**config.mk**
```make
export PLATFORM = sky130hd
export DESIGN_NAME = multi_cycle_control
export DESIGN_NICKNAME = d
export VERILOG_FILES = /design/src/rtl/multi_cycle_control.sv
export SDC_FILE = /design/constraint.sdc
export NUM_CORES = 1
export LEC_CHECK = 0
export ABC_AREA = 1
export BUFFER_PORTS_ARGS = -buffer_cell sky130_fd_sc_hd__clkbuf_2
export CORE_MARGIN = 5
export CORE_UTILIZATION = 35
export CTS_CLUSTER_SIZE = 40
export DETAILED_ROUTE_END_ITERATION = 6
export PLACE_DENSITY = 0.68
export SETUP_SLACK_MARGIN = 0.02
export SLEW_MARGIN = 15
export SYNTH_ARGS = -nofsm -noshare
export SYNTH_HDL_FRONTEND = slang
export SYNTH_SLANG_ARGS = --single-unit
```
**constraint.sdc**
```tcl
create_clock -name clk -period 3.25 [get_ports clk]
set_input_delay 0.325 -clock clk [delete_from_list [all_inputs] [get_ports clk]]
set_output_delay 0.325 -clock clk [all_outputs]
set_load 0.05 [all_outputs]
```
**src/rtl/multi_cycle_control.sv**
```systemverilog
// multi_cycle_control: multi-cycle MIPS-style control FSM with memory wait timeout; optional ORI support via MULTI_CYCLE_ORI_EN
module multi_cycle_control #(
  parameter int TIMEOUT_CYCLES = 15
) (
  input  logic       clk,
  input  logic       reset,
  input  logic [5:0] op,
  input  logic       mem_ready,
  output logic       pcwrite,
  output logic       pcwritecond,
  output logic       iord,
  output logic       memread,
  output logic       memwrite,
  output logic       memtoreg,
  output logic       irwrite,
  output logic       regwrite,
  output logic       regdst,
  output logic       alusrca,
  output logic [1:0] alusrcb,
  output logic [1:0] pcsource,
  output logic       aluop1,
  output logic       aluop0,
  output logic       illegal_op,
  output logic       mem_timeout,
  output logic [3:0] state
);
  localparam int CW = $clog2(TIMEOUT_CYCLES + 2);
  localparam logic [5:0] OP_LW = 6'b100011;
  localparam logic [5:0] OP_SW = 6'b101011;
  localparam logic [5:0] OP_R = 6'b000000;
  localparam logic [5:0] OP_BEQ = 6'b000100;
  localparam logic [5:0] OP_J = 6'b000010;
`ifdef MULTI_CYCLE_ORI_EN
  localparam logic [5:0] OP_ORI = 6'b001101;
`endif
  typedef enum logic [3:0] {
`ifdef MULTI_CYCLE_ORI_EN
    ORIEX = 4'd10, ORIWB = 4'd11,
`endif
    FETCH = 4'd0, DECODE = 4'd1, MEMADR = 4'd2, MEMRD = 4'd3, MEMWB = 4'd4,
    MEMWR = 4'd5, EXEC = 4'd6, RWB = 4'd7, BRANCH = 4'd8, JUMP = 4'd9
  } state_t;
  state_t state_q, state_d;
  logic [5:0] op_q, op_d;
  logic [CW-1:0] cnt_q, cnt_d;
  logic wait_st, timeout, illegal;
  // next state, latched opcode and consecutive-wait counter
  always_comb begin
    state_d = state_q;
    illegal = 1'b0;
    wait_st = state_q inside {FETCH, MEMRD, MEMWR};
    timeout = (TIMEOUT_CYCLES != 0) && wait_st && !mem_ready && (cnt_q == CW'(TIMEOUT_CYCLES));
    op_d = (state_q == DECODE) ? op : op_q;
    case (state_q)
      FETCH:  state_d = mem_ready ? DECODE : FETCH;
      DECODE: begin
        case (op)
          OP_LW, OP_SW: state_d = MEMADR;
          OP_R:         state_d = EXEC;
          OP_BEQ:       state_d = BRANCH;
          OP_J:         state_d = JUMP;
`ifdef MULTI_CYCLE_ORI_EN
          OP_ORI:       state_d = ORIEX;
`endif
          default: begin
            state_d = FETCH;
            illegal = 1'b1;
          end
        endcase
      end
      MEMADR: state_d = (op_q == OP_LW) ? MEMRD : MEMWR;
      MEMRD:  state_d = mem_ready ? MEMWB : (timeout ? FETCH : MEMRD);
      MEMWR:  state_d = (mem_ready || timeout) ? FETCH : MEMWR;
      EXEC:   state_d = RWB;
`ifdef MULTI_CYCLE_ORI_EN
      ORIEX:  state_d = ORIWB;
`endif
      default: state_d = FETCH;
    endcase
    cnt_d = (state_d != state_q || timeout || !wait_st || mem_ready || TIMEOUT_CYCLES == 0) ? '0 : cnt_q + 1'b1;
  end
  // state registers; reset aborts any instruction in flight
  always_ff @(posedge clk or posedge reset) begin
    if (reset) begin
      state_q <= FETCH;
      op_q <= '0;
      cnt_q <= '0;
    end else begin
      state_q <= state_d;
      op_q <= op_d;
      cnt_q <= cnt_d;
    end
  end
  // datapath strobes decoded from current state and mem_ready, all forced low in reset
  always_comb begin
    {pcwrite, pcwritecond, iord, memread, memwrite, memtoreg, irwrite, regwrite, regdst, alusrca} = '0;
    {alusrcb, pcsource, aluop1, aluop0} = '0;
    illegal_op = !reset && illegal;
    mem_timeout = !reset && timeout;
    state = reset ? 4'd0 : state_q;
    if (!reset) begin
      case (state_q)
        FETCH: begin
          memread = 1'b1;
          alusrcb = 2'b01;
          irwrite = mem_ready;
          pcwrite = mem_ready;
        end
        DECODE: alusrcb = 2'b11;
        MEMADR: begin
          alusrca = 1'b1;
          alusrcb = 2'b10;
        end
        MEMRD: begin
          memread = 1'b1;
          iord = 1'b1;
        end
        MEMWB: begin
          regwrite = 1'b1;
          memtoreg = 1'b1;
        end
        MEMWR: begin
          memwrite = 1'b1;
          iord = 1'b1;
        end
        EXEC: begin
          alusrca = 1'b1;
          aluop1 = 1'b1;
        end
        RWB: begin
          regwrite = 1'b1;
          regdst = 1'b1;
        end
        BRANCH: begin
          alusrca = 1'b1;
          aluop0 = 1'b1;
          pcwritecond = 1'b1;
          pcsource = 2'b01;
        end
        JUMP: begin
          pcwrite = 1'b1;
          pcsource = 2'b10;
        end
`ifdef MULTI_CYCLE_ORI_EN
        ORIEX: begin
          alusrca = 1'b1;
          alusrcb = 2'b10;
          aluop1 = 1'b1;
        end
        ORIWB: regwrite = 1'b1;
`endif
        default: ;
      endcase
    end
  end
endmodule

```
# ---- After elaboration in Yosys (flattened, before gate mapping)
# Index checks and enable logic that the tools add are counted.
dict set report op_classes {
  reduce_logical 20
  addsub 1
  eq_ne 16
  muxes 37
}
# op count
set op_table {}
lappend op_table {{1-bit 2-to-1 mux} 24}
lappend op_table {{4-bit one-hot mux with 6 select lines} 1}
lappend op_table {{6-bit equality test, second input constant} 3}
lappend op_table {{4-bit by 3-bit equality test with 1-bit output, second input constant} 4}
lappend op_table {{4-bit one-hot mux with 4 select lines} 1}
lappend op_table {{3-bit 2-to-1 mux} 3}
lappend op_table {{4-bit by 2-bit equality test with 1-bit output, second input constant} 2}
lappend op_table {{4-bit equality test, second input constant} 2}
lappend op_table {{2-bit OR reduction} 4}
lappend op_table {{6-bit by 2-bit equality test with 1-bit output, second input constant} 1}
lappend op_table {{6-bit by 3-bit equality test with 1-bit output, second input constant} 1}
lappend op_table {{6-bit zero test} 1}
lappend op_table {{2-bit 2-to-1 mux} 3}
lappend op_table {{2-bit one-hot mux with 3 select lines} 1}
lappend op_table {{5-bit by 1-bit adder with 5-bit output, second input constant} 1}
lappend op_table {{5-bit by 4-bit equality test with 1-bit output, second input constant} 1}
lappend op_table {{5-bit 2-to-1 mux} 1}
lappend op_table {{5-bit OR reduction} 1}
lappend op_table {{4-bit by 1-bit equality test with 1-bit output, second input constant} 1}
lappend op_table {{1-bit logical AND} 4}
lappend op_table {{4-bit zero test} 1}
lappend op_table {{1-bit logical OR} 4}
lappend op_table {{4-bit 2-to-1 mux} 1}
lappend op_table {{4-bit inequality test} 1}
lappend op_table {{other kinds (5)} 7}
dict set report word_totals {
  out_inout_bits 22
  elab_cells 77
  input_bits 9
  register_bits 15
}

# ---- Depth between registers and ports, before layout
dict set report depth {
  ltp_word 12
  ltp_mapped 7
  depth_no_buf 7
}

# ---- Worst setup path after synthesis
# Ideal clock, no wire load.
dict set report synth_path {
  path_type {reg-to-output}
  start {register state_q[3]}
  end {output regwrite}
  stages_incl_launch_ff 5
  t_required_ps 2925
  path_slack_ps 338
  path_buffers 0
  arrival_ps 2587
  cell_sequence {dfrtp_1 > inv_1 > nand2_1 > nor4_1 > or2_2}
}
dict set report synth_via {
  elab_chain_len 4
  word_cells_on_any_way 5
  classes_between {2 x eq/ne; 2 x mux; 1 x reduce/logical}
}
# item line_no
set synth_lines {}
lappend synth_lines {{from (decl)} 43} ;# state_t state_q, state_d;
lappend synth_lines {{from (signal assigned)} 89} ;# state_q <= state_d;
lappend synth_lines {{4-bit by 3-bit equality test with 1-bit output} 102} ;# case (state_q)
lappend synth_lines {{2-bit OR reduction (no source line) (*)} n/a}
lappend synth_lines {{1-bit 2-to-1 mux (*)} 102}
lappend synth_lines {{1-bit 2-to-1 mux (*)} 101} ;# if (!reset) begin
lappend synth_lines {{to (decl)} 16} ;# output logic regwrite,
# Mark *: on every way between the ends. The rest lies on a longest branch, timed or not.

# ---- Final worst setup path
dict set report layout_path {
  start {input reset}
  end {output illegal_op}
}
dict set report layout_via {
  elab_chain_len 2
}
# item line_no
set layout_lines {}
lappend layout_lines {{from (decl)} 6} ;# input logic reset,
lappend layout_lines {{1-bit zero test} n/a}
lappend layout_lines {{1-bit logical AND} 98} ;# illegal_op = !reset && illegal;
lappend layout_lines {{to (decl)} 23} ;# output logic illegal_op,
# Every way passes these cells.

==> results.sh <==
export IMPL_max_slew_margin_rel_pct=62.3
export IMPL_std_cell_rows=19
export IMPL_drc=0
export IMPL_route_layer_met1_wl_um=1060
export IMPL_fin_nets=182
export IMPL_critPathKind="in2out"
export IMPL_first_pass_iters=4
export IMPL_synth_simple_area_share_pct=37.2
export IMPL_clock_sinks=15
export IMPL_r2r_end="state_q[2]$_DFF_PP0_"
export IMPL_yosysUniqueCellTypes=24
export IMPL_timing_fmax_mhz=483
export IMPL_clockRootBuffer="clkbuf_4"
export IMPL_final_hold_violation_count=0
export IMPL_yosys_warnings=0
export IMPL_drive_gt1_share_pct=25.3
export IMPL_hold_end="op_q[5]$_DFFE_PP0P_"
export IMPL_cts_tree="yes"
export IMPL_area_growth_pct=19.7
export IMPL_hold_path_class="in2reg"
export IMPL_seqCellArea_um2=375
export IMPL_synth_top_family_by_area="simple AND/OR/NAND/NOR gates"
export IMPL_wl_per_cell_um=10.5
export IMPL_ir_drop_mv=0.212
export IMPL_p_leak_nw=0.657
export IMPL_rsz0062_at_grt="no"
export IMPL_slowest_delay_ns=0.50
export IMPL_grt_pass1_wl_um=3810
export IMPL_finish_utilization_pct=42.9
export IMPL_fp_dieW_um=62.7
export IMPL_track_usage_pct=11.5
export IMPL_postCtsSetupBuffers=0
export IMPL_antenna_found_initial=0
export IMPL_wl_met3_um=166
export IMPL_fillCellCount=303
export IMPL_overflow=0
export IMPL_maxCapViolations=0
export IMPL_start_util_pct=35.8
export IMPL_path_max_fanout=19
export IMPL_ctsResizeCount=0
export IMPL_ant_nets=0
export IMPL_power_density_mw_per_mm2=403
export IMPL_post_route_min_period_ns=2.07
export IMPL_required_ns=2.92
export IMPL_hp_start="op[5]"
export IMPL_syn_inst=140
export IMPL_io_pins=31
export IMPL_die_h_um=62.7
export IMPL_synth_fp_nets=151
export IMPL_crit_family="buffers and inverters"
export IMPL_start_kind="primary input"
export IMPL_insertion_delay_ns=0.27
export IMPL_totalWireLength_um=2120
export IMPL_fin_setup_tns_ns=0
export IMPL_synth_area_um2=971
export IMPL_cts_clk_slew_worst_paths_ns=0.08
export IMPL_die_area_mm2=0.00393
export IMPL_gp_congestion=0.804
export IMPL_reg2reg_slack_ns=1.79
export IMPL_worstPathCellList="clkbuf_2 -> inv_1 -> nand2_1 -> nor3_1 -> clkbuf_2"
export IMPL_routed_via_density=4.71
export IMPL_worst_path_most_repeated_cell="clkbuf_2"
export IMPL_drtIter0Drc=55
export IMPL_multi_input_area_um2=482
export IMPL_clock_skew_ns=0.00124
export IMPL_wl_met2_um=877
export IMPL_cts_hold_buf=0
export IMPL_synth_compound_area_share_pct=7.99
export IMPL_cp_slowest_cell="inv_1"
export IMPL_synth_xor_area_share_pct=1.80
export IMPL_dp_hpwl_um=1780
export IMPL_crit_buf_inv=3
export IMPL_vias=946
export IMPL_cts_max_path_buffers=2
export IMPL_top_layer="met4"
export IMPL_finalCritPeriodShare_pct=63.7
export IMPL_io_buffer_count=30
export IMPL_diodes=0
export IMPL_hold_depth=3
export IMPL_worst_pin_slew_ns=0.565
export IMPL_synthMuxAreaShare_pct=0
export IMPL_core_area_mm2=0.00271
export IMPL_r2r_start="cnt_q[0]$_DFF_PP0_"
export IMPL_synthAdderAreaFrac_pct=2.58
export IMPL_finalSetupViolCount=0
export IMPL_status="complete, no violations"
export IMPL_synth_seq_cells=15
export IMPL_grt_pass1_vias=893
export IMPL_synth_avg_cell_area_um2=6.94
export IMPL_ys_seq_area_share_pct=38.7
export IMPL_grt_max_degree=20
export IMPL_cts_made_buffers=3
export IMPL_htree_levels=1
export IMPL_final_max_slew_viol_count=0
export IMPL_worstPathArrival_ns=1.74
export IMPL_r2r_cells=7
export IMPL_end_kind="output pin"
-- worst max-delay path by stage --
stage,cells after the start,to,startpoint
finish,5,illegal_op,reset
global route,5,illegal_op,reset
global placement,5,illegal_op,reset
CTS,5,illegal_op,reset
detailed placement,5,illegal_op,reset
floorplan,4,regwrite,state_q[3]$_DFF_PP0_
-- power breakdown --
group          total, W  switching (W)  internal, W
clock network  0.000100      0.0000525    0.0000475
logic          0.000139       0.000100    0.0000385
registers      0.000230      0.0000162     0.000214
total          0.000469       0.000169     0.000299
-- area by class of cell --
cell class / instances / share of cell area (%)
multi-input combinational: 97 / 41.4
sequential: 15 / 32.3
timing repair buffer: 30 / 12.9
inverter: 24 / 7.75
tap: 31 / 3.34
clock buffer: 4 / 2.26
-- cells in the mapped netlist, drive strengths merged --
library cell  number  share of area, %
xnor2              1              0.90
or2                1              0.64
nor3               4               2.1
inv               24               9.3
nand3b             1              0.77
nand2             26                11
buf                4               2.4
nor4               1              0.64
o21ai              8               4.1
xor2               1              0.90
nor2              32                13
dfrtp             15                39
and3               1              0.64
nand4              2               1.3
nand3             10               7.2
ha                 2               2.6
o211ai             1              0.77
a21oi              6               3.1
-- cell usage in the layout (no fill, tap or decap) --
cell / netlist / routed
inv_1: 23 / 23
xnor2_1: 1 / 1
nor2_1: 31 / 31
nand2_2: 3 / 3
and3_1: 1 / 1
clkbuf_1: 0 / 1
clkbuf_4: 0 / 3
a21oi_1: 6 / 6
or2_2: 1 / 1
xor2_1: 1 / 1
nor4_1: 1 / 1
clkbuf_2: 0 / 30
nand4_1: 2 / 2
nand3_1: 6 / 6
o211ai_1: 1 / 1
dfrtp_1: 15 / 15
nand3_2: 4 / 4
o21ai_0: 8 / 8
nor2_4: 1 / 1
nand3b_1: 1 / 1
inv_2: 1 / 1
ha_1: 2 / 2
nor3_1: 4 / 4
nand2_1: 23 / 23
-- kinds of logic (layout without fill, tap and decap cells) --
family,Yosys count,after routing
and+or+nand+nor,78,78
buffers and inverters,28,58
AOI/OAI and AO/OA,15,15
DFF,15,15
adders and majority gates,2,2
xor gates and xnor gates,2,2
-- worst min-delay path, stage by stage --
cell,delay (ns)
clkbuf_2,0.10
nand2_1,0.05
o21ai_0,0.06
-- per-stage QoR --
| stage | cell area (um2) | instances | power, W | setup WS (ns) | hold WS, ns |
|---|---|---|---|---|---|
| floorplan | 971 | 140 | 0.000339 | 0.338 | 0.400 |
| global placement | 1140 | 197 | 0.000370 | 1.19 | 0.448 |
| detailed placement | 1140 | 197 | 0.000373 | 1.14 | 0.464 |
| CTS | 1160 | 201 | 0.000474 | 1.13 | 0.309 |
| global route | 1160 | 201 | 0.000507 | 0.984 | 0.321 |
| finish | 1160 | 201 | 0.000469 | 1.18 | 0.301 |
-- flip-flops by register name, indices dropped and copies added (netlist names) --
name,count
state_q,4
cnt_q,5
op_q,6
-- layer usage --
metal	GRT usage (%)	vias up
met2	16.7	33
met4	4.77	0
li1	-	493
met3	2.88	2
met1	16.0	418
met5	0	-
Note: power is estimated with default switching activity, not from simulation.
